## config.mk

```make
export PLATFORM = sky130hd
export DESIGN_NAME = controlador_msi_snoop
export DESIGN_NICKNAME = d
export VERILOG_FILES = /design/src/rtl/controlador_msi_snoop.sv
export SDC_FILE = /design/constraint.sdc
export NUM_CORES = 1
export LEC_CHECK = 0
export ABC_AREA = 1
export CORE_ASPECT_RATIO = 1.75
export CORE_MARGIN = 1.5
export CORE_UTILIZATION = 35
export DETAILED_ROUTE_END_ITERATION = 8
export GPL_TIMING_DRIVEN = 0
export PLACE_DENSITY = 0.62
export SYNTH_ARGS = -nofsm -noshare
export SYNTH_HDL_FRONTEND = slang
export SYNTH_SLANG_ARGS = --single-unit
export TNS_END_PERCENT = 1
```

## constraint.sdc

```tcl
create_clock -name clock -period 2.58 [get_ports clock]
set_input_delay 0.387 -clock clock [delete_from_list [all_inputs] [get_ports clock]]
set_output_delay 0.387 -clock clock [all_outputs]
set_load 0.03 [all_outputs]
```

## src/rtl/controlador_msi_snoop.sv

```systemverilog
// controlador_msi_snoop: MSI snooping coherence controller for one direct-mapped cache.
// Define STATS_EN to add saturating hit_count/miss_count outputs.
module controlador_msi_snoop #(
  parameter int NUM_LINES = 4,
  parameter int TAG_W     = 4,
  localparam int IDX_W    = $clog2(NUM_LINES),
  localparam int AW       = TAG_W + IDX_W
) (
  input  logic          clock,
  input  logic          resetn,
  input  logic          cpu_valid,
  input  logic          cpu_write,
  input  logic [AW-1:0] cpu_addr,
  output logic          cpu_ready,
  output logic          cpu_hit,
  output logic          bus_req,
  input  logic          bus_gnt,
  output logic [1:0]    bus_msg_out,
  output logic [AW-1:0] bus_addr_out,
  input  logic [1:0]    bus_msg_in,
  input  logic [AW-1:0] bus_addr_in,
  output logic          write_back,
  output logic [AW-1:0] wb_addr,
  output logic          abort_mem,
  output logic          busy
`ifdef STATS_EN
  ,
  output logic [15:0]   hit_count,
  output logic [15:0]   miss_count
`endif
);

  typedef enum logic [2:0] {
    S_IDLE,
    S_LOOKUP,
    S_ARB,
    S_GRANT,
    S_DONE
  } state_e;

  localparam logic [1:0] L_INV  = 2'b00;
  localparam logic [1:0] L_MOD  = 2'b01;
  localparam logic [1:0] L_SHR  = 2'b10;

  localparam logic [1:0] M_INV  = 2'b00;
  localparam logic [1:0] M_RDM  = 2'b01;
  localparam logic [1:0] M_WRM  = 2'b10;
  localparam logic [1:0] M_NONE = 2'b11;

  state_e state_q, state_d;
  logic          req_wr_q, req_wr_d;
  logic [AW-1:0] req_addr_q, req_addr_d;
  logic          hit_q, hit_d;

  logic [NUM_LINES-1:0][1:0]       st_q, st_d;
  logic [NUM_LINES-1:0][TAG_W-1:0] tag_q, tag_d;

  logic          snp_wb_q, snp_wb_d;
  logic          snp_abort_q, snp_abort_d;
  logic [AW-1:0] snp_addr_q, snp_addr_d;

  logic [IDX_W-1:0] req_idx;
  logic [TAG_W-1:0] req_tag;
  logic [IDX_W-1:0] snp_idx;
  logic [TAG_W-1:0] snp_tag;

  assign req_idx = req_addr_q[IDX_W-1:0];
  assign req_tag = req_addr_q[AW-1:IDX_W];
  assign snp_idx = bus_addr_in[IDX_W-1:0];
  assign snp_tag = bus_addr_in[AW-1:IDX_W];

  logic [1:0] snp_cur;
  logic [1:0] snp_new;
  logic       snp_act;
  logic       snp_pulse;

  // Own message is on the bus during GRANT, so snooping is suppressed there.
  always_comb begin
    snp_cur   = st_q[snp_idx];
    snp_new   = snp_cur;
    snp_act   = 1'b0;
    snp_pulse = 1'b0;
    if (state_q != S_GRANT && bus_msg_in != M_NONE &&
        tag_q[snp_idx] == snp_tag) begin
      unique case (1'b1)
        snp_cur == L_MOD && bus_msg_in == M_RDM: begin
          snp_new   = L_SHR;
          snp_act   = 1'b1;
          snp_pulse = 1'b1;
        end
        snp_cur == L_MOD && bus_msg_in == M_WRM: begin
          snp_new   = L_INV;
          snp_act   = 1'b1;
          snp_pulse = 1'b1;
        end
        snp_cur == L_SHR &&
        (bus_msg_in == M_INV || bus_msg_in == M_WRM): begin
          snp_new = L_INV;
          snp_act = 1'b1;
        end
        default: ;
      endcase
    end
  end

  logic [1:0] cur_st;
  logic [1:0] eff_st;
  logic       tag_hit;
  logic       lookup_hit;
  logic       grant_wb;
  logic       grant_inv;

  // Lookup sees the line as it will be after a concurrent snoop.
  always_comb begin
    cur_st  = st_q[req_idx];
    eff_st  = (snp_act && snp_idx == req_idx) ? snp_new : cur_st;
    tag_hit = (tag_q[req_idx] == req_tag);
    if (req_wr_q) begin
      lookup_hit = tag_hit && eff_st == L_MOD;
    end else begin
      lookup_hit = tag_hit && (eff_st == L_MOD || eff_st == L_SHR);
    end
    grant_wb  = (state_q == S_GRANT) && cur_st == L_MOD;
    grant_inv = req_wr_q && tag_hit && cur_st == L_SHR;
  end

  always_comb begin
    state_d    = state_q;
    req_wr_d   = req_wr_q;
    req_addr_d = req_addr_q;
    hit_d      = hit_q;
    unique case (state_q)
      S_IDLE: begin
        if (cpu_valid) begin
          req_wr_d   = cpu_write;
          req_addr_d = cpu_addr;
          state_d    = S_LOOKUP;
        end
      end
      S_LOOKUP: begin
        hit_d   = lookup_hit;
        state_d = lookup_hit ? S_DONE : S_ARB;
      end
      S_ARB: begin
        if (bus_gnt) begin
          state_d = S_GRANT;
        end
      end
      S_GRANT: state_d = S_DONE;
      S_DONE:  state_d = S_IDLE;
      default: state_d = S_IDLE;
    endcase
  end

  always_comb begin
    st_d  = st_q;
    tag_d = tag_q;
    if (snp_act) begin
      st_d[snp_idx] = snp_new;
    end
    if (state_q == S_GRANT) begin
      st_d[req_idx]  = req_wr_q ? L_MOD : L_SHR;
      tag_d[req_idx] = req_tag;
    end
  end

  // A snoop write-back colliding with a grant eviction is held one cycle.
  always_comb begin
    snp_wb_d    = snp_pulse | (snp_wb_q & grant_wb);
    snp_abort_d = snp_pulse;
    snp_addr_d  = snp_pulse ? bus_addr_in : snp_addr_q;
  end

  always_comb begin
    cpu_ready    = (state_q == S_DONE);
    cpu_hit      = (state_q == S_DONE) && hit_q;
    bus_req      = (state_q == S_ARB) || (state_q == S_GRANT);
    busy         = (state_q != S_IDLE);
    bus_msg_out  = M_NONE;
    bus_addr_out = '0;
    if (state_q == S_GRANT) begin
      bus_addr_out = req_addr_q;
      if (!req_wr_q) begin
        bus_msg_out = M_RDM;
      end else if (grant_inv) begin
        bus_msg_out = M_INV;
      end else begin
        bus_msg_out = M_WRM;
      end
    end
    write_back = grant_wb | snp_wb_q;
    if (grant_wb) begin
      wb_addr = {tag_q[req_idx], req_idx};
    end else if (snp_wb_q) begin
      wb_addr = snp_addr_q;
    end else begin
      wb_addr = '0;
    end
    abort_mem = snp_abort_q;
  end

  always_ff @(posedge clock) begin
    if (!resetn) begin
      state_q     <= S_IDLE;
      req_wr_q    <= 1'b0;
      req_addr_q  <= '0;
      hit_q       <= 1'b0;
      st_q        <= '0;
      tag_q       <= '0;
      snp_wb_q    <= 1'b0;
      snp_abort_q <= 1'b0;
      snp_addr_q  <= '0;
    end else begin
      state_q     <= state_d;
      req_wr_q    <= req_wr_d;
      req_addr_q  <= req_addr_d;
      hit_q       <= hit_d;
      st_q        <= st_d;
      tag_q       <= tag_d;
      snp_wb_q    <= snp_wb_d;
      snp_abort_q <= snp_abort_d;
      snp_addr_q  <= snp_addr_d;
    end
  end

`ifdef STATS_EN
  logic [15:0] hit_cnt_q, hit_cnt_d;
  logic [15:0] miss_cnt_q, miss_cnt_d;

  always_comb begin
    hit_cnt_d  = hit_cnt_q;
    miss_cnt_d = miss_cnt_q;
    if (state_q == S_DONE) begin
      if (hit_q && hit_cnt_q != 16'hFFFF) begin
        hit_cnt_d = hit_cnt_q + 16'd1;
      end
      if (!hit_q && miss_cnt_q != 16'hFFFF) begin
        miss_cnt_d = miss_cnt_q + 16'd1;
      end
    end
  end

  always_ff @(posedge clock) begin
    if (!resetn) begin
      hit_cnt_q  <= '0;
      miss_cnt_q <= '0;
    end else begin
      hit_cnt_q  <= hit_cnt_d;
      miss_cnt_q <= miss_cnt_d;
    end
  end

  assign hit_count  = hit_cnt_q;
  assign miss_count = miss_cnt_q;
`endif

endmodule

```

==> flow_metrics.py, run 1 <==
metrics = {
    "status": {
        "run_status": "completed",
    },
    "finish": {
        "final_layout_size_suffix_gt1_share_pct": 13.6,
        "n_fill_cell": 801,
        "area_growth_pct": 28.1,
        "mostFrequentLayoutCells": "nand2_1 (97), inv_1 (51), dfxtp_1 (41)",
        "final_common_cell": "nand2_1",
        "antenna_cells": 0,
        "final_util_pct": 46.0,
        "nets": 476,
    },
    "logic_synthesis": {
        "synth_top_family_by_area": "simple AND/OR/NAND/NOR gates",
        "syn_area_um2": 2580,
        "yosysWarnings": 0,
        "synth_cells": 406,
        "avgSynthCellArea_um2": 6.36,
        "synth_compound_area_share_pct": 19.9,
        "muxShareOfSynthArea_pct": 0,
        "yosysSeqAreaShare_pct": 33.3,
        "synthXorXnorAreaFrac_pct": 1.70,
        "yosysUniqueCellTypes": 31,
        "synth_adder_area_share_pct": 0.485,
        "syn_nets": 426,
        "yosys.area_share.simple_pct": 33.3,
        "ys_ff_latch": 43,
    },
    "clock_tree": {
        "cts_buffers": 5,
        "cts_hold_buf": 0,
        "cts_root_buf": "clkbuf_16",
        "clkLatencyLatePin_ns": 0.29,
        "cts.sinks": 43,
        "cts_max_path_buffers": 2,
        "clk_pin_slew_worst_paths_ns": 0.06,
        "tritoncts": "yes",
        "cts_max_level": 2,
    },
    "timing": {
        "finClkSkew_ns": 0.00492,
        "hold_viol": 0,
        "finalCritPeriodShare_pct": 99.0,
        "setup_tns_ns": 0,
        "rsz0062_at_grt": "true",
        "relSlewSlack_pct": 56.0,
        "period_needed_ns": 2.55,
        "fmax_mhz": 392,
        "finalSetupViolations": 0,
        "worst_slew_pin_slew_ns": 0.657,
        "drv_slew": 0,
    },
    "die": {
        "ios": 39,
        "die_y_um": 117,
        "placeableCoreArea_um2": 7180,
        "num_rows": 41,
        "dieArea_um2": 7920,
        "start_util_pct": 35.9,
        "die_x_um": 67.9,
    },
    "worst_hold_path": {
        "holdPathStages": 1,
        "hp-class": "flip-flop to flip-flop",
    },
    "route": {
        "drc": 0,
        "wl_per_cell_um": 14.0,
        "drt_wl_total_um": 7600,
        "vias_per_cell": 4.96,
        "vias": 2688,
        "initialDrtViolationCount": 105,
        "drt-pass1-iter-count": 4,
        "ant_nets": 0,
    },
    "power_and_ir_drop": {
        "vdd.ir_drop.worst_mv": 0.389,
        "power_density_nw_per_um2": 545,
        "p_leak_nw": 1.51,
    },
    "critical_path": {
        "cp_data_required_time_ns": 2.19,
        "critPathLaunchType": "flip-flop",
        "cpMaxStageDelayCell": "dfxtp_4",
        "r2r_cells": 18,
        "path_class": "flip-flop to primary output",
        "crit_fanout": 6,
        "crit_chain": "inv_1 -> nand2_1 -> nor2_1 -> nor4_4 -> nor3_4 -> buf_6 -> or2_2 -> clkdlybuf4s15_2",
        "arrival_ns": 2.17,
        "slowest_delay_ns": 0.40,
        "worst_setup_path_end_kind": "primary output",
    },
    "global_routing": {
        "grt_pass1_vias": 2573,
        "grt_overflow": 0,
        "antenna_found_initial": 0,
        "grt_max_degree": 13,
        "grt_pass1_wl_um": 12100,
        "track_usage_pct": 20.2,
    },
    "placement": {
        "hpwl_um": 5860,
        "io_buffer_count": 37,
        "gp_congestion": 0.895,
    },
    "run": {
        "cap_violations": 0,
    },
}
-- critical path, delay by kind of cell, from the launching register on --
| family | cells | cell delay (ns) |
|---|---|---|
| buffers and inverters | 3 | 0.53 |
| AND/OR/NAND/NOR | 5 | 0.93 |
| flip-flops | 1 | 0.40 |
-- routing by layer --
metal	vias up	track usage (%)	wire length, um
li1	1420	-	-
met3	15	2.70	279
met5	-	0	0
met4	0	7.47	189
met1	1192	22.8	3020
met2	61	37.5	4120
-- synthesized netlist by cell type --
cell type | number | area (um2)
nand2_1 | 98 | 368
inv_1 | 52 | 195
nor2_1 | 49 | 184
dfxtp_1 | 43 | 861
a21oi_1 | 42 | 210
o21ai_0 | 31 | 155
nand3_1 | 26 | 130
a22oi_1 | 7 | 52.6
nand4_1 | 7 | 43.8
clkbuf_1 | 6 | 22.5
a31oi_1 | 4 | 25.0
inv_2 | 4 | 15.0
o21ai_1 | 4 | 20.0
xor2_1 | 4 | 35.0
a211oi_1 | 3 | 22.5
buf_6 | 3 | 33.8
nand2_2 | 3 | 18.8
nor2_4 | 3 | 33.8
and2_1 | 2 | 12.5
buf_2 | 2 | 10.0
buf_4 | 2 | 15.0
nand3_2 | 2 | 20.0
ha_1 | 1 | 12.5
nor3_1 | 1 | 5.00
nor3_2 | 1 | 10.0
nor4_1 | 1 | 6.26
nor4_4 | 1 | 21.3
o211ai_4 | 1 | 21.3
o22ai_1 | 1 | 6.26
or2_2 | 1 | 6.26
xnor2_1 | 1 | 8.76
-- flip-flops by register name, summed over array words and instances, names as in the netlist --
| register | count |
|---|---|
| snp_addr_q | 6 |
| abort_mem | 1 |
| st_q | 8 |
| req_wr_q | 1 |
| req_addr_q | 6 |
| snp_wb_q | 1 |
| state_q | 3 |
| hit_q | 1 |
| tag_q | 16 |
-- cells by family (layout without fill, tap and decap cells) --
family | after synthesis | after routing
and+or+nand+nor | 195 | 195
xor gates and xnor gates | 5 | 5
AOI/OAI and AO/OA | 93 | 93
DFF | 43 | 43
adders and majority gates | 1 | 1
buffers and inverters | 69 | 119
-- what timing repair did --
item                       CTS  global route
buffers inserted             1             4
gates cloned                 0             1
pin swaps                    1             6
setup endpoints to repair   19            12
resized for setup           59            30
-- metrics by stage --
step | hold slack, ns | worst slack [ns] | instances | total power, mW | instance area [um2]
3_5_place_dp | 0.455 | -0.543 | 529 | 1.09 | 3060
6_report | 0.467 | 0.0270 | 542 | 1.80 | 3310
4_1_cts | 0.468 | -0.0853 | 537 | 1.80 | 3230
3_3_place_gp | 0.453 | -0.553 | 529 | 1.09 | 3060
5_1_grt | 0.495 | -0.0722 | 542 | 1.89 | 3310
2_1_floorplan | 0.426 | 0.329 | 406 | 0.964 | 2580
-- area by class of cell --
class	count	area, um2	area share [%]
multi-input combinational	294	1500	45.3
sequential	43	868	26.3
timing repair buffer	43	374	11.3
inverter	56	210	6.36
clock buffer	6	129	3.90
tap	86	108	3.25
buffer	13	91.3	2.76
clock inverter	1	30.0	0.908
-- worst paths after layout --
check / start / end / slack, ns
setup / recovery: req_addr_q[1] / write_back / 0.03
hold reg to reg: state_q[2] / state_q[0] / 0.47
setup reg to reg: state_q[2] / state_q[1] / 0.29
hold / removal: state_q[2] / state_q[0] / 0.47
-- power breakdown --
group,leakage [nW],switching (mW),internal [mW]
Combinational,1.08,0.237,0.121
Clock,0.0769,0.254,0.452
Sequential,0.350,0.0363,0.702
Total,1.51,0.527,1.27
No activity file was read; power rests on OpenSTA's default activity.
==> run 2, diff against run 1 <==
--- a/config.mk
+++ b/config.mk
@@ -10,6 +10,6 @@
 export CORE_MARGIN = 1.5
-export CORE_UTILIZATION = 35
+export CORE_UTILIZATION = 25
 export DETAILED_ROUTE_END_ITERATION = 8
 export GPL_TIMING_DRIVEN = 0
-export PLACE_DENSITY = 0.62
+export PLACE_DENSITY = 0.49
 export SYNTH_ARGS = -nofsm -noshare
@@ -17,2 +17,2 @@
 export SYNTH_SLANG_ARGS = --single-unit
-export TNS_END_PERCENT = 1
+export TNS_END_PERCENT = 20
--- a/constraint.sdc
+++ b/constraint.sdc
@@ -3,2 +3,2 @@
 set_output_delay 0.387 -clock clock [all_outputs]
-set_load 0.03 [all_outputs]
+set_load 0.05 [all_outputs]
==> run 2 against run 1 <==
Compared with the run above: total power down 0.35%; sequential power increased by 1%; via count increased by 2.5%; critical endpoint is now wb_addr[2]; hold slack got worse by 0.0075 ns; final cell count increased by 7.9%; combinational power is 17% higher; first-iteration DRC count increased by 46%; routed wire length up 8.4%; core utilization is 11 points lower; critical path depth grew 2; count of clock-buffer cells in the layout is the same.
==> flow_metrics.py, run 2 (same netlist as run 1, synthesis figures left out) <==
metrics = {
    "status": {
        "run_status": "completed",
    },
    "clock_tree": {
        "clk_pin_slew_worst_paths_ns": 0.06,
        "cts_buffers": 5,
        "clkLatencyLatePin_ns": 0.29,
        "cts_max_path_buffers": 2,
        "cts_root_buf": "clkbuf_16",
        "cts.sinks": 43,
        "tritoncts": "yes",
        "cts_max_level": 2,
    },
    "critical_path": {
        "critPathMostFrequentCell": "buf_4",
        "critPathLaunchType": "flip-flop",
        "cp_data_required_time_ns": 2.19,
        "worst_setup_path_end_kind": "primary output",
        "crit_chain": "nor2_4 -> inv_1 -> nor2_2 -> nor4_4 -> nor3_4 -> buf_6 -> buf_4 -> a21oi_1 -> a31oi_2 -> buf_4",
        "crit_buf_inv": 4,
        "cpMaxStageDelayCell": "dfxtp_4",
        "crit_family": "simple AND/OR/NAND/NOR gates",
        "path_class": "flip-flop to primary output",
        "slowest_delay_ns": 0.45,
        "r2r_setup_slack_ns": 0.25,
        "crit_fanout": 7,
        "arrival_ns": 2.18,
    },
    "finish": {
        "multiInputGateArea_um2": 1570,
        "final_layout_size_suffix_gt1_share_pct": 17.2,
        "largestRegisters": "tag_q x16, st_q x8",
        "mostFrequentLayoutCells": "nand2_1 (95), inv_1 (48), a21oi_1 (42)",
        "fin_area_um2": 3450,
        "largest_reg_flops": 16,
        "antenna_cells": 0,
        "largest_register": "tag_q",
        "final_common_cell": "nand2_1",
        "final-seq-area_um2": 868,
        "area_growth_pct": 33.5,
        "n_fill_cell": 1143,
        "nets": 479,
    },
    "global_routing": {
        "grt_pass1_wl_um": 13100,
        "track_usage_pct": 15.9,
        "grt_max_degree": 14,
        "grt_overflow": 0,
        "antenna_found_initial": 0,
        "grt_pass1_vias": 2612,
    },
    "route": {
        "vias": 2754,
        "initialDrtViolationCount": 153,
        "vias_per_cell": 4.71,
        "drt_wl_total_um": 8240,
        "ant_nets": 0,
        "drt-pass1-iter-count": 4,
        "drc": 0,
        "wl_per_cell_um": 14.1,
    },
    "placement": {
        "dpl_cell_area_um2": 3110,
        "hpwl_um": 6580,
        "io_buffer_count": 37,
        "gp_congestion": 0.802,
        "dp_worst_setup_slack_ns": -0.663,
    },
    "die": {
        "die_x_um": 79.8,
        "num_rows": 48,
        "start_util_pct": 25.9,
        "placeableCoreArea_um2": 9970,
        "ios": 39,
        "dieArea_um2": 11000,
        "die_y_um": 137,
    },
    "power_and_ir_drop": {
        "vdd.ir_drop.worst_mv": 0.295,
        "power_density_nw_per_um2": 521,
        "total_power_mw": 1.80,
        "p_leak_nw": 1.52,
    },
    "timing": {
        "drv_slew": 0,
        "hold_viol": 0,
        "relSlewSlack_pct": 53.9,
        "finalCritPeriodShare_pct": 99.6,
        "finClkSkew_ns": 0.00400,
        "rsz0062_at_grt": "true",
        "fmax_mhz": 389,
        "finalSetupViolations": 0,
        "period_needed_ns": 2.57,
        "worst_slack_ns": 0.0102,
        "worst_slew_pin_slew_ns": 0.689,
        "setup_tns_ns": 0,
    },
    "run": {
        "cap_violations": 0,
    },
    "worst_hold_path": {
        "hp-class": "flip-flop to flip-flop",
    },
}
==> run 2: cell types whose count changed in the layout (fill, tap and decap cells not counted), moves of 3 or more <==
| cell | before | now |
|---|---|---|
| buf_2 | 4 | 7 |
| nor2_4 | 6 | 9 |
| inv_1 | 51 | 48 |
| clkbuf_2 | 3 | 0 |
| buf_4 | 10 | 13 |
| a22oi_2 | 0 | 3 |
| a22oi_1 | 7 | 4 |
| nor2_1 | 39 | 34 |
==> run 2: cell type report <==
type | count | share of cell area, %
Tap cell | 125 | 4.54
Clock buffer | 6 | 3.74
Sequential cell | 43 | 25.2
Timing Repair Buffer | 46 | 11.5
Multi-Input combinational cell | 294 | 45.6
Clock inverter | 2 | 0.363
Inverter | 56 | 6.39
Buffer | 13 | 2.65
==> run 2: what timing repair did <==
item	in CTS	in global routing
gates cloned	0	0
resized for setup	74	44
hold buffers	0	0
endpoints found under the setup margin	19	12
setup buffers	5	4
pin swaps	4	9
==> run 2: worst register-to-register path: cells and delay by family (launching register included) <==
family / cells / cell delay [ns]
flip-flops: 1 / 0.35
buffers and inverters: 2 / 0.14
adder cells (fa/ha/maj): 1 / 0.27
AND/OR/NAND/NOR: 11 / 1.09
AO/OA/AOI/OAI: 4 / 0.36
==> run 2: power by group <==
group / internal, mW / leakage, nW / switching, mW
Combinational: 0.144 / 1.11 / 0.274
Sequential: 0.702 / 0.350 / 0.0447
Clock: 0.358 / 0.0669 / 0.273
Total: 1.20 / 1.52 / 0.592
==> run 2: final timing paths <==
| path | endpoint | startpoint | cells past startpoint |
|---|---|---|---|
| min reg2reg | state_q[0] | state_q[2] | 1 |
| min | state_q[0] | state_q[2] | 1 |
| max | wb_addr[2] | req_addr_q[1] | 10 |
| max reg2reg | state_q[1] | state_q[2] | 18 |
==> run 2: metrics by stage <==
stage / hold slack (ns) / utilization (%) / cells
4_1_cts: 0.472 / 33.5 / 581
6_report: 0.460 / 34.6 / 585
5_1_grt: 0.490 / 34.6 / 585
2_1_floorplan: 0.426 / - / 406
3_5_place_dp: 0.466 / 31.2 / 568
3_3_place_gp: 0.455 / 31.2 / 568
==> run 2: routing by layer <==
| metal | GRT usage, % | routed length [um] | share of wire, % |
|---|---|---|---|
| met2 | 30.0 | 4400 | 53 |
| met1 | 16.8 | 3250 | 39 |
| met4 | 8.24 | 324 | 3.9 |
| met3 | 1.79 | 264 | 3.2 |
| met5 | 0 | 0 | 0 |
==> run 3, diff against run 2 <==
- GPL_TIMING_DRIVEN: 0 -> not set
- PLACE_DENSITY: 0.49 -> 0.48
==> run 3 against run 2 <==
Compared with the run above: clock skew up 0.0067 ns; final cell count rose by 3.6%; count of clock-buffer cells in the layout down 1; critical path depth increased by 1; flip-flop and latch count unchanged; design area up 6.5%; critical path type unchanged; sequential power down 0.5%.
==> flow_metrics.py, run 3 (same netlist as run 1, synthesis figures left out) <==
metrics = {
    "clock_tree": {
        "clkLatencyLatePin_ns": 0.30,
        "cts.sinks": 43,
        "cts_max_level": 2,
        "cts_max_path_buffers": 2,
        "cts_root_buf": "clkbuf_16",
        "clk_pin_slew_worst_paths_ns": 0.07,
        "cts_hold_buf": 0,
        "cts_buffers": 5,
        "tritoncts": "yes",
    },
    "power_and_ir_drop": {
        "vdd.ir_drop.worst_mv": 0.316,
        "p_leak_nw": 1.64,
        "power_density_nw_per_um2": 500,
        "total_power_mw": 1.84,
    },
    "finish": {
        "area_growth_pct": 42.3,
        "final_layout_size_suffix_gt1_share_pct": 22.9,
        "final_common_cell": "nand2_1",
        "nets": 500,
        "fin_area_um2": 3670,
        "antenna_cells": 0,
        "largestRegisters": "tag_q x16, st_q x8",
        "largest_register": "tag_q",
        "n_fill_cell": 1101,
        "largest_reg_flops": 16,
        "instances_no_fill": 606,
        "final_util_pct": 36.8,
        "mostFrequentLayoutCells": "nand2_1 (96), inv_1 (49), buf_4 (48)",
    },
    "timing": {
        "worst_slew_pin_slew_ns": 0.566,
        "setup_tns_ns": 0,
        "finalSetupViolations": 0,
        "worst_slack_ns": 0.0764,
        "period_needed_ns": 2.50,
        "drv_slew": 0,
        "finClkSkew_ns": 0.0107,
        "fmax_mhz": 399,
        "finalCritPeriodShare_pct": 97.0,
        "hold_viol": 0,
        "relSlewSlack_pct": 62.2,
        "hold_ws_ns": 0.463,
    },
    "route": {
        "drt-pass1-iter-count": 4,
        "vias": 2780,
        "drt_wl_total_um": 8200,
        "vias_per_cell": 4.59,
        "initialDrtViolationCount": 153,
        "wl_per_cell_um": 13.5,
        "drc": 0,
        "ant_nets": 0,
    },
    "status": {
        "run_status": "completed",
    },
    "critical_path": {
        "worst_setup_path_end_kind": "primary output",
        "crit_fanout": 6,
        "path_class": "flip-flop to primary output",
        "arrival_ns": 2.12,
        "cp_data_required_time_ns": 2.19,
        "critPathLaunchType": "flip-flop",
    },
    "die": {
        "die_y_um": 137,
        "die_x_um": 79.8,
        "placeableCoreArea_um2": 9970,
        "num_rows": 48,
        "dieArea_um2": 11000,
        "start_util_pct": 25.9,
        "ios": 39,
    },
    "worst_hold_path": {
        "hp-class": "flip-flop to flip-flop",
    },
    "global_routing": {
        "grt_pass1_vias": 2578,
        "antenna_found_initial": 0,
        "grt_overflow": 0,
        "grt_pass1_wl_um": 12900,
        "grt_max_degree": 28,
        "track_usage_pct": 15.7,
    },
    "placement": {
        "dp_worst_setup_slack_ns": -0.458,
        "hpwl_um": 6360,
        "dpl_cell_area_um2": 3340,
        "dp_cells": 590,
        "io_buffer_count": 38,
        "gp_congestion": 0.817,
    },
    "run": {
        "cap_violations": 0,
    },
}
-- run 3: cell count changes in the layout (fill, tap and decap cells not counted), moves of 6 or more --
cell           change
buf_12             +7
buf_2              -7
buf_4             +35
clkbuf_1           -7
dlygate4sd2_1      -6
-- run 3: worst paths after layout --
kind | startpoint | endpoint | slack [ns] | cells after the start
setup / recovery | req_addr_q[0] | wb_addr[2] | 0.08 | 11
hold / removal | state_q[2] | state_q[0] | 0.46 | 1
setup reg to reg | state_q[2] | state_q[1] | 0.25 | 18
hold reg to reg | state_q[2] | state_q[0] | 0.46 | 1
-- run 3: what timing repair did --
item                                    in CTS  in global routing
setup buffers                                0                  7
pin swaps                                    2                  5
hold endpoints to repair                     0                  0
gates cloned                                 0                  1
endpoints found under the setup margin      11                 11
resized for setup                           23                 24
-- run 3: cell type report --
cell class	instances	area (um2)	share of cell area, %
Clock buffer	5	125	3.41
Clock inverter	3	26.3	0.716
Inverter	56	219	5.96
Multi-Input combinational cell	294	1530	41.6
Sequential cell	43	868	23.6
Tap cell	125	156	4.26
Timing Repair Buffer	80	748	20.4
-- run 3: per-layer routing --
| metal | global-route usage [%] | vias to the layer above | share of wire, % |
|---|---|---|---|
| li1 | - | 1471 | - |
| met3 | 2.78 | 11 | 3.9 |
| met1 | 17.4 | 1234 | 40 |
| met5 | 0 | - | 0 |
| met4 | 7.09 | 0 | 2.4 |
| met2 | 28.6 | 64 | 54 |
-- run 3: critical path, cell delays in order, from the launching register on --
cell and delay (ns):
dfxtp_4 0.41, inv_4 0.08, nand2_2 0.08, inv_2 0.07, a22oi_1 0.15, and2_4 0.18, inv_2 0.05, nor3_4 0.18
buf_6 0.16, a21oi_1 0.06, a31oi_2 0.24, buf_12 0.17
-- run 3: where the power goes --
group | internal (mW) | switching, mW | leakage, nW | total, mW
Sequential | 0.702 | 0.0409 | 0.350 | 0.743
Clock | 0.368 | 0.305 | 0.0748 | 0.673
Combinational | 0.154 | 0.265 | 1.22 | 0.420
